===== config.mk =====
export PLATFORM = sky130hd
export DESIGN_NAME = layer_fetch_sequencer
export DESIGN_NICKNAME = d
export VERILOG_FILES = /design/src/rtl/layer_fetch_sequencer.sv
export SDC_FILE = /design/constraint.sdc
export NUM_CORES = 1
export LEC_CHECK = 0
export CAP_MARGIN = 20
export CORE_MARGIN = 1.5
export CORE_UTILIZATION = 53
export CTS_BUF_LIST = sky130_fd_sc_hd__clkbuf_2
export DETAILED_ROUTE_END_ITERATION = 8
export GPL_ROUTABILITY_DRIVEN = 0
export PLACE_DENSITY = 0.8
export REMOVE_ABC_BUFFERS = 1
export SETUP_SLACK_MARGIN = 0.5
export SLEW_MARGIN = 20
export SYNTH_ARGS = -nofsm -noshare
export SYNTH_HDL_FRONTEND = slang
export SYNTH_SLANG_ARGS = --single-unit

===== constraint.sdc =====
create_clock -name clk -period 1.9 [get_ports clk]
set_input_delay 0.285 -clock clk [delete_from_list [all_inputs] [get_ports clk]]
set_output_delay 0.285 -clock clk [all_outputs]
set_load 0.01 [all_outputs]

===== src/rtl/layer_fetch_sequencer.sv =====
// Operand fetch sequencer for one neural-network layer: walks every (neuron, input) pair,
// pulses ack per consumed pair and clears the layer counter/MAC between neurons.
module layer_fetch_sequencer #(
  parameter int unsigned NUM_INPUTS  = 3,
  parameter int unsigned NUM_NEURONS = 2,
  parameter int unsigned ADDR_W      = 4,
  parameter int unsigned NEURON_W    = 2
) (
  input  logic                clk,
  input  logic                rst,
  input  logic                start,
  input  logic                mem_ready,
  input  logic                ack__mac,
  output logic                ack,
  output logic [ADDR_W-1:0]   addr_x,
  output logic [ADDR_W-1:0]   addr_w,
  output logic [NEURON_W-1:0] neuron,
  output logic                mac_clr,
  output logic                busy,
  output logic                done,
  output logic                err
);

  typedef enum logic [2:0] {
    IDLE,
    FETCH,
    DRAIN,
    NEXT,
    FINISH
  } state_e;

  localparam logic [ADDR_W-1:0]   LAST_I     = ADDR_W'(NUM_INPUTS - 1);
  localparam logic [ADDR_W-1:0]   STRIDE     = ADDR_W'(NUM_INPUTS);
  localparam logic [ADDR_W-1:0]   ADDR_ONE   = ADDR_W'(1);
  localparam logic [NEURON_W-1:0] LAST_N     = NEURON_W'(NUM_NEURONS - 1);
  localparam logic [NEURON_W-1:0] NEURON_ONE = NEURON_W'(1);

  state_e              state_q, state_d;
  logic [ADDR_W-1:0]   addr_x_q, addr_x_d;
  logic [ADDR_W-1:0]   addr_w_q, addr_w_d;
  logic [ADDR_W-1:0]   base_q, base_d;
  logic [NEURON_W-1:0] neuron_q, neuron_d;
  logic                ack_q, ack_d;
  logic                mac_clr_q, mac_clr_d;
  logic                busy_q, busy_d;
  logic                done_q, done_d;
  logic                err_q, err_d;

  always_comb begin
    // NOTE: every variable gets a default before the case so no path leaves one unassigned,
    // which would otherwise infer a latch.
    state_d   = state_q;
    addr_x_d  = addr_x_q;
    addr_w_d  = addr_w_q;
    base_d    = base_q;
    neuron_d  = neuron_q;
    ack_d     = 1'b0;
    mac_clr_d = 1'b0;
    done_d    = 1'b0;
    err_d     = err_q;

    unique case (state_q)
      IDLE: begin
        if (start) begin
          state_d  = FETCH;
          addr_x_d = '0;
          addr_w_d = '0;
          base_d   = '0;
          neuron_d = '0;
        end
      end
      FETCH: begin
        // The counter cannot legitimately be complete before the last pair was fetched.
        if (ack__mac) err_d = 1'b1;
        if (mem_ready) begin
          ack_d = 1'b1;
          if (addr_x_q == LAST_I) begin
            state_d = DRAIN;
          end else begin
            addr_x_d = addr_x_q + ADDR_ONE;
            addr_w_d = addr_w_q + ADDR_ONE;
          end
        end
      end
      DRAIN: begin
        if (ack__mac) state_d = (neuron_q == LAST_N) ? FINISH : NEXT;
      end
      NEXT: begin
        mac_clr_d = 1'b1;
        neuron_d  = neuron_q + NEURON_ONE;
        addr_x_d  = '0;
        addr_w_d  = base_q + STRIDE;
        base_d    = base_q + STRIDE;
        state_d   = FETCH;
      end
      FINISH: begin
        mac_clr_d = 1'b1;
        done_d    = 1'b1;
        state_d   = IDLE;
      end
      default: state_d = IDLE;
    endcase

    busy_d = (state_d != IDLE);
  end

  // State moves on the falling edge so it lines up with the layer counter.
  always_ff @(negedge clk or posedge rst) begin
    if (rst) begin
      state_q   <= IDLE;
      addr_x_q  <= '0;
      addr_w_q  <= '0;
      base_q    <= '0;
      neuron_q  <= '0;
      ack_q     <= 1'b0;
      mac_clr_q <= 1'b0;
      busy_q    <= 1'b0;
      done_q    <= 1'b0;
      err_q     <= 1'b0;
    end else begin
      // NOTE: non-blocking assignments make every register load from pre-edge values,
      // independent of statement order.
      state_q   <= state_d;
      addr_x_q  <= addr_x_d;
      addr_w_q  <= addr_w_d;
      base_q    <= base_d;
      neuron_q  <= neuron_d;
      ack_q     <= ack_d;
      mac_clr_q <= mac_clr_d;
      busy_q    <= busy_d;
      done_q    <= done_d;
      err_q     <= err_d;
    end
  end

  assign ack     = ack_q;
  assign addr_x  = addr_x_q;
  assign addr_w  = addr_w_q;
  assign neuron  = neuron_q;
  assign mac_clr = mac_clr_q;
  assign busy    = busy_q;
  assign done    = done_q;
  assign err     = err_q;

endmodule


==> summary by stage <==
Power
The internal portion of the total power is 1.463 mW. The share of total power dissipated in the clock network is 0.069. The total design power is 2.532 mW. The share of total power dissipated in combinational logic is 0.637. In this run the power density over the cells is 1473 nW/um^2. VDD sags by at most 1.204 mV. For this design the total switching power over the nets is 1.069 mW. The switching part of the total power is 0.4221. In this run the static leakage power is 0.8034 nW. The share of total power dissipated in sequential elements is 0.294.

Run status
The final reports fail on setup timing. The run finished, with violations left.

STA
The count of final max-slew check failures is 0. The tightest slew margin relative to the limit is 0.6996. Across all setup checks in the final design, the least slack found is -0.2181 ns. Setup violations remaining at the end of the flow were counted as 20. On the final layout, the worst clock skew is 0.001598 ns. Setup total negative slack on the finished layout was measured at -2.954 ns.

At the pin with the least slew margin, the transition time is 0.4492 ns. The worst hold margin is 0.4066 ns. Setup repair after global routing could not meet its margin everywhere. The final hold violation count is 0.

Floorplan
The row count is 16. The die covers 2418 sq um. In this run the vertical extent of the chip is 49.17 um. During I/O placement, the number of pins put on the boundary was 20.

The floorplan step set the die width to 49.17 um. The floorplan step defined a core boundary enclosing 1982 sq um. The initial utilization of the core area, before any placement, comes to 0.5701.

Placed design
The number of input and output port buffers inserted is 19. The total cell area at the placement stage is 1460 sq um. The pre-CTS setup slack is -0.7598 ns. The HPWL after detailed placement is 1689 um.

Including well taps, the total number of placed cells is 168.

Global routing
The largest net degree at the start of global routing is 23. The total overflow left after global routing is 0. The number of global-route vias before repair came to 1,039.

The global-route usage over all layers is 0.2596. The first global-routing pass estimated 4747 um of wire. The initial antenna violation count is 0.

Critical path
The slowest stage of the critical path belongs to the cell sky130_fd_sc_hd__dfrtn_1. The largest stage delay on the critical path is 0.46 ns. Traced cell by cell, the critical path runs through buf_2.

The worst path buffer plus inverter count is 1. The arrival time of data at the critical path endpoint is 1.83 ns. The worst setup path is launched from a register. The critical path class is reg2out. The endpoint required time on the critical path is 1.62 ns.

The worst setup path is captured at an output port. The maximum net fanout on the critical path is 2. Grouping stages by cell kind, the critical path spends the most delay in flip-flops.

Finish
Once layout is complete, the utilization of the core stands at 0.8674. The multi-input gate area in the final layout is 670.6 sq um. The final layout contains 175 nets. The finished layout holds 190 standard cells, fillers aside. Leaving out fill and tap cells, the most frequent cell in the layout is sky130_fd_sc_hd__buf_4. The design area is 1719 sq um. In the final layout, the share of cells above drive strength 1 is 0.4908. The area growth from synthesis to layout is 52.16%. After filler insertion, the fill cell instance count of the layout stands at 77. Leaving out fill and tap cells, the most frequent cells in the layout are 23 x sky130_fd_sc_hd__buf_4, 22 x sky130_fd_sc_hd__dfrtn_1, 16 x sky130_fd_sc_hd__buf_2, 9 x sky130_fd_sc_hd__buf_6. Summing all flip-flop and latch instances after layout gives 550.5 sq um. The final antenna diode count is 0.

Detailed routing
The violation count after the first detailed-routing iteration is 27. In the routed layout, each cell is associated on average with a via count of 5.989. The average routed wire per standard cell is 17.88 um. The first detailed-routing pass ran for 4 iterations.

The residual DRC count is 0. Across all layers, the routed design uses 1,138 vias. The number of routed nets with antenna violations is 0. The routed design has 3397 um of wire.

Synthesis
The cell area that synthesis handed to floorplanning was 1130 sq um. The total of warnings raised by yosys is 0. The async set-reset flop share out of synthesis is 1.000. The cell taking the most area after synthesis is sky130_fd_sc_hd__dfrtn_1. For this run, the register share of the synthesized area comes to 0.4873. After technology mapping, the gate count stands at 111. The fraction of post-synthesis cell area in the top cell type by area is 0.4873.

The average cell area after synthesis is 10.18 sq um. Counting flops with a built-in enable in the synthesized netlist gives 0. In this run, synthesis produced a sequential element count of 22. After synthesis, the netlist uses 43 different library cells. Ranked by total cell area, the synthesized netlist is headed by sky130_fd_sc_hd__dfrtn_1 49%, sky130_fd_sc_hd__ha_1 5.5%, sky130_fd_sc_hd__o21ai_0 3.5%. The most used flip-flop cell after synthesis is sky130_fd_sc_hd__dfrtn_1.

Clock tree
After clock tree synthesis, the clock-pin slew on the worst setup and hold paths is 0.13 ns. The maximum buffer depth of the clock tree is 2. TritonCTS built the clock tree. The number of hold buffers added after cts is 0.

The H-tree level count is 1. The TritonCTS buffer count is 3. For the worst-skew pair, the clock arrives at the later sink with an insertion delay of 0.28 ns. The clock drives 22 sinks. In this run the clock root is driven by a sky130_fd_sc_hd__clkbuf_2.

Hold path
The worst min-delay path category is reg2reg.

Run
The tool flagged a number of max-cap violations equal to 0.
[registers in the layout, summed over array words and instances, names as in the netlist]
register  flops
addr_w        4
err           1
ack           1
done          1
mac_clr       1
state_q       3
busy          1
neuron        2
addr_x        4
base_q        4
[worst reg2reg max path, cell delays in order (launching register included)]
cell and delay, ns:
sky130_fd_sc_hd__dfrtn_1 0.38, sky130_fd_sc_hd__buf_4 0.14, sky130_fd_sc_hd__inv_2 0.08, sky130_fd_sc_hd__ha_1 0.16, sky130_fd_sc_hd__or3b_4 0.41, sky130_fd_sc_hd__a211o_4 0.40
sky130_fd_sc_hd__buf_6 0.15, sky130_fd_sc_hd__nor2_4 0.08, sky130_fd_sc_hd__a21oi_2 0.04
[metal layers]
metal	global-route usage	vias up	wire length (um)
met5	0	-	0
met4	0.1238	0	143
met3	0.03681	17	175
met2	0.4369	60	1602
met1	0.3272	556	1476
li1	-	505	-
[cells by family (layout without fill, tap and decap cells)]
family | Yosys count | in the layout | share of synthesized area
simple gates | 37 | 38 | 0.2016
compound gates | 32 | 32 | 0.1894
flops | 22 | 22 | 0.4873
buf+inv | 12 | 63 | 0.04318
fa+ha+maj | 5 | 5 | 0.05537
xor+xnor | 3 | 3 | 0.02326
[path summary, 6_finish.rpt]
kind                            slack, ns      start  cells after the start   endpoint
worst max register to register      -0.06  addr_x[0]                      8  addr_w[1]
worst max-delay path                -0.22  addr_w[3]                      1  addr_w[3]
max in group asynchronous            0.60        rst                      3        err
worst min register to register       0.41        err                      1        err
worst min-delay path                 0.41        err                      1        err
min in group asynchronous            1.14        rst                      3  addr_x[1]
[power groups by stage]
stage | Clock, mW | Sequential (mW) | Combinational (mW)
after floorplan | 0 | 0.836 | 0.519
after global placement | 0 | 0.756 | 1.09
after detailed placement | 0 | 0.763 | 1.13
after CTS | 0.169 | 0.742 | 1.34
after global routing | 0.199 | 0.753 | 1.73
final | 0.175 | 0.745 | 1.61
[final cells by class]
type	instances	area share
multi-input combinational	78	0.3901
timing repair buffer	52	0.2438
inverter	8	0.01747
clock buffer	3	0.008734
sequential	22	0.3202
tap	27	0.01965
[cells in the mapped netlist, types with 2 or more instances]
library cell               count
sky130_fd_sc_hd__nor3_1        3
sky130_fd_sc_hd__nand3_1       4
sky130_fd_sc_hd__o21ai_1       3
sky130_fd_sc_hd__ha_1          5
sky130_fd_sc_hd__inv_2         2
sky130_fd_sc_hd__nor2b_1       2
sky130_fd_sc_hd__nor2_1        4
sky130_fd_sc_hd__buf_2         3
sky130_fd_sc_hd__a21oi_1       5
sky130_fd_sc_hd__and2_1        2
sky130_fd_sc_hd__o21ai_0       8
sky130_fd_sc_hd__dfrtn_1      22
sky130_fd_sc_hd__a21boi_1      2
sky130_fd_sc_hd__or3_1         2
sky130_fd_sc_hd__inv_1         6
sky130_fd_sc_hd__nand3b_1      2
sky130_fd_sc_hd__nand2_1       7
sky130_fd_sc_hd__a31oi_1       2
sky130_fd_sc_hd__o31ai_1       2
sky130_fd_sc_hd__xor2_1        2
[repair_timing]
action / CTS / global route
buffers inserted: 8 / 10
cloned: 1 / 0
endpoints found under the setup margin: 35 / 32
resized for setup: 102 / 13
pin swaps: 19 / 11
Note: power is estimated with default switching activity, not from simulation.
==> variant, RTL diff (same settings) <==
Re-encode `state_e` (5 states) as one-hot, 5 bits wide.
--- a/src/rtl/layer_fetch_sequencer.sv
+++ b/src/rtl/layer_fetch_sequencer.sv
@@ -22,10 +22,10 @@
 );
 
-  typedef enum logic [2:0] {
-    IDLE,
-    FETCH,
-    DRAIN,
-    NEXT,
-    FINISH
+  typedef enum logic [4:0] {
+    IDLE   = 5'b00001,
+    FETCH  = 5'b00010,
+    DRAIN  = 5'b00100,
+    NEXT   = 5'b01000,
+    FINISH = 5'b10000
   } state_e;
 
Behaviour: same outputs for any inputs over 10 cycles, from zero or initial values and one cycle with rst high; not proved beyond that.
==> variant against the original RTL <==
  * The flow still finishes with violations (setup timing)
  * Setup slack worse by 0.079 ns
  * Sequential cell count up 2
  * Area after synthesis up 9.1%
  * Clock skew up 0.091 ns
  * Cell area up 6.6%
  * Wire length up 4.4%
  * Synthesized cell count up 4.5%
  * Largest cell class unchanged
Power is not compared: it rests on default switching activity, and its combinational part moved more than twofold at a synthesized area within 25%.
==> variant: results (changes against the original RTL) <==
post-synthesis cell count -> 116 (+4.5%)
Final WS setup -> -0.297 ns (-0.0787 ns)
vias in the first global route -> 1128 (+8.6%)
slowest cell on the critical path -> dfrtn_1
Synth Area in XOR/XNOR -> 0.0142 (-0.00904)
number of CTS-inserted buffers -> 3 (unchanged)
ys async rst share -> 1.00 (unchanged)
Clock Skew -> 0.0930 ns (+0.0914 ns)
max reg flops -> 5
Final Setup Violations -> 19 (-5.0%)
Area contributors post-synth -> dfrtn_1, ha_1, inv_1, nand2_1, mux2i_1
global-route wire length before repair -> 5130 um (+8.0%)
switch share -> 0.378
delay-heaviest family, CP -> flip-flops
worst rel slew slack -> 0.734 (+0.0342)
Total Routing Usage GR -> 0.269 (+0.00968)
Worst-path clk slew -> 0.15 ns (+0.02 ns)
Cell variety after synth -> 40 (-7.0%)
Synth top cells by count -> dfrtn_1, inv_1, nand2_1
post-place setup slack -> -0.795 ns (-0.0351 ns)
Setup TNS -> -3.70 ns (-0.744 ns)
Hold Path Class -> flop to flop
adder-cell share of the synthesized area -> 0.0508 (-0.00461)
clk buf depth -> 2 (unchanged)
failing checks -> setup timing
count of input and output buffers -> 19 (unchanged)
Compound-Gate Fraction of Synth Area -> 0.174 (-0.0158)
worst vdd ir -> 0.000720 V
Post-DP Area -> 0.00161 sq mm (+10%)
Pleak -> 0.891 nW
CP arrival -> 1.91 ns (+0.08 ns)
Seq/Total Area, Yosys -> 0.488 (+0.00106)
hpwl dp -> 2110 um (+25%)
Final Instance Count excl. Fillers -> 197 (+3.7%)
first drt pass iteration count -> 4 (unchanged)
WL/cell -> 18.0 um (+0.65%)
Nets -> 180 (+2.9%)
largest net degree at the start of global routing -> 15 (-35%)
CP max stage delay -> 0.49 ns (+0.03 ns)
Iter 0 DRT Violations -> 24 (-11%)
htree depth -> 1 (unchanged)
Largest Register -> state_q
R2R Setup Slk -> 0.03 ns (+0.09 ns)
worst hold margin -> 0.426 ns (+0.0197 ns)
routed vias/inst -> 5.84 (-2.5%)
layout cells sized above 1 -> 0.533 (+0.0417)
mux contribution to synthesized area -> 0.0487 (+0.0487)
outcome -> finished with violations
Yosys warnings -> 0 (unchanged)
Worst-Skew Late Latency -> 0.41 ns (+0.13 ns)
==> variant: worst paths after layout <==
check	startpoint	depth (start not counted)	endpoint
max in group asynchronous	rst	3	addr_w[1]
max	addr_x[0]	1	addr_x[0]
min in group asynchronous	rst	2	busy
max reg2reg	addr_x[0]	7	addr_w[1]
min	err	1	err
min reg2reg	err	1	err
==> variant: cells by family (layout without fill, tap and decap cells) <==
family,after synthesis,in the layout
XOR/XNOR,2,2
AO/OA/AOI/OAI,31,31
AND/OR/NAND/NOR,36,36
flip-flops,24,24
buffers and inverters,13,66
adder cells (fa/ha/maj),5,5
multiplexers,5,5
==> variant: layout make-up <==
type,instances,area (sq um)
Multi-Input combinational cell,79,736
Sequential cell,24,602
Timing Repair Buffer,50,392
Fill cell,128,379
Inverter,11,46.3
Tap cell,28,35.0
Clock buffer,3,15.0
Clock inverter,2,7.51
==> variant: repair_timing <==
item	4_1_cts	5_1_grt
resized for setup	103	25
pin swaps	8	8
endpoints found under the setup margin	37	54
buffers inserted	6	6
==> variant: power by group through the flow <==
| stage | Combinational, mW | Sequential [mW] | Clock [mW] |
|---|---|---|---|
| floorplan | 0.259 | 0.684 | 0.00659 |
| finish | 0.708 | 0.663 | 0.216 |
| CTS | 0.630 | 0.653 | 0.213 |
| detailed placement | 0.525 | 0.664 | 0.00659 |
| global placement | 0.509 | 0.661 | 0.00659 |
| global route | 0.748 | 0.670 | 0.234 |
==> variant: per-stage QoR <==
step           utilization  power, mW
2_1_floorplan            -      0.950
3_3_place_gp         0.727       1.18
3_5_place_dp         0.727       1.20
4_1_cts              0.766       1.50
5_1_grt              0.829       1.65
6_report             0.829       1.59
==> variant: metal layers <==
layer  GRT usage  share of wire  vias up
met4       0.132          0.034        0
met1       0.338           0.41      569
met3      0.0322          0.040       18
li1            -              -      520
met2       0.459           0.52       43
met5           0              0        -
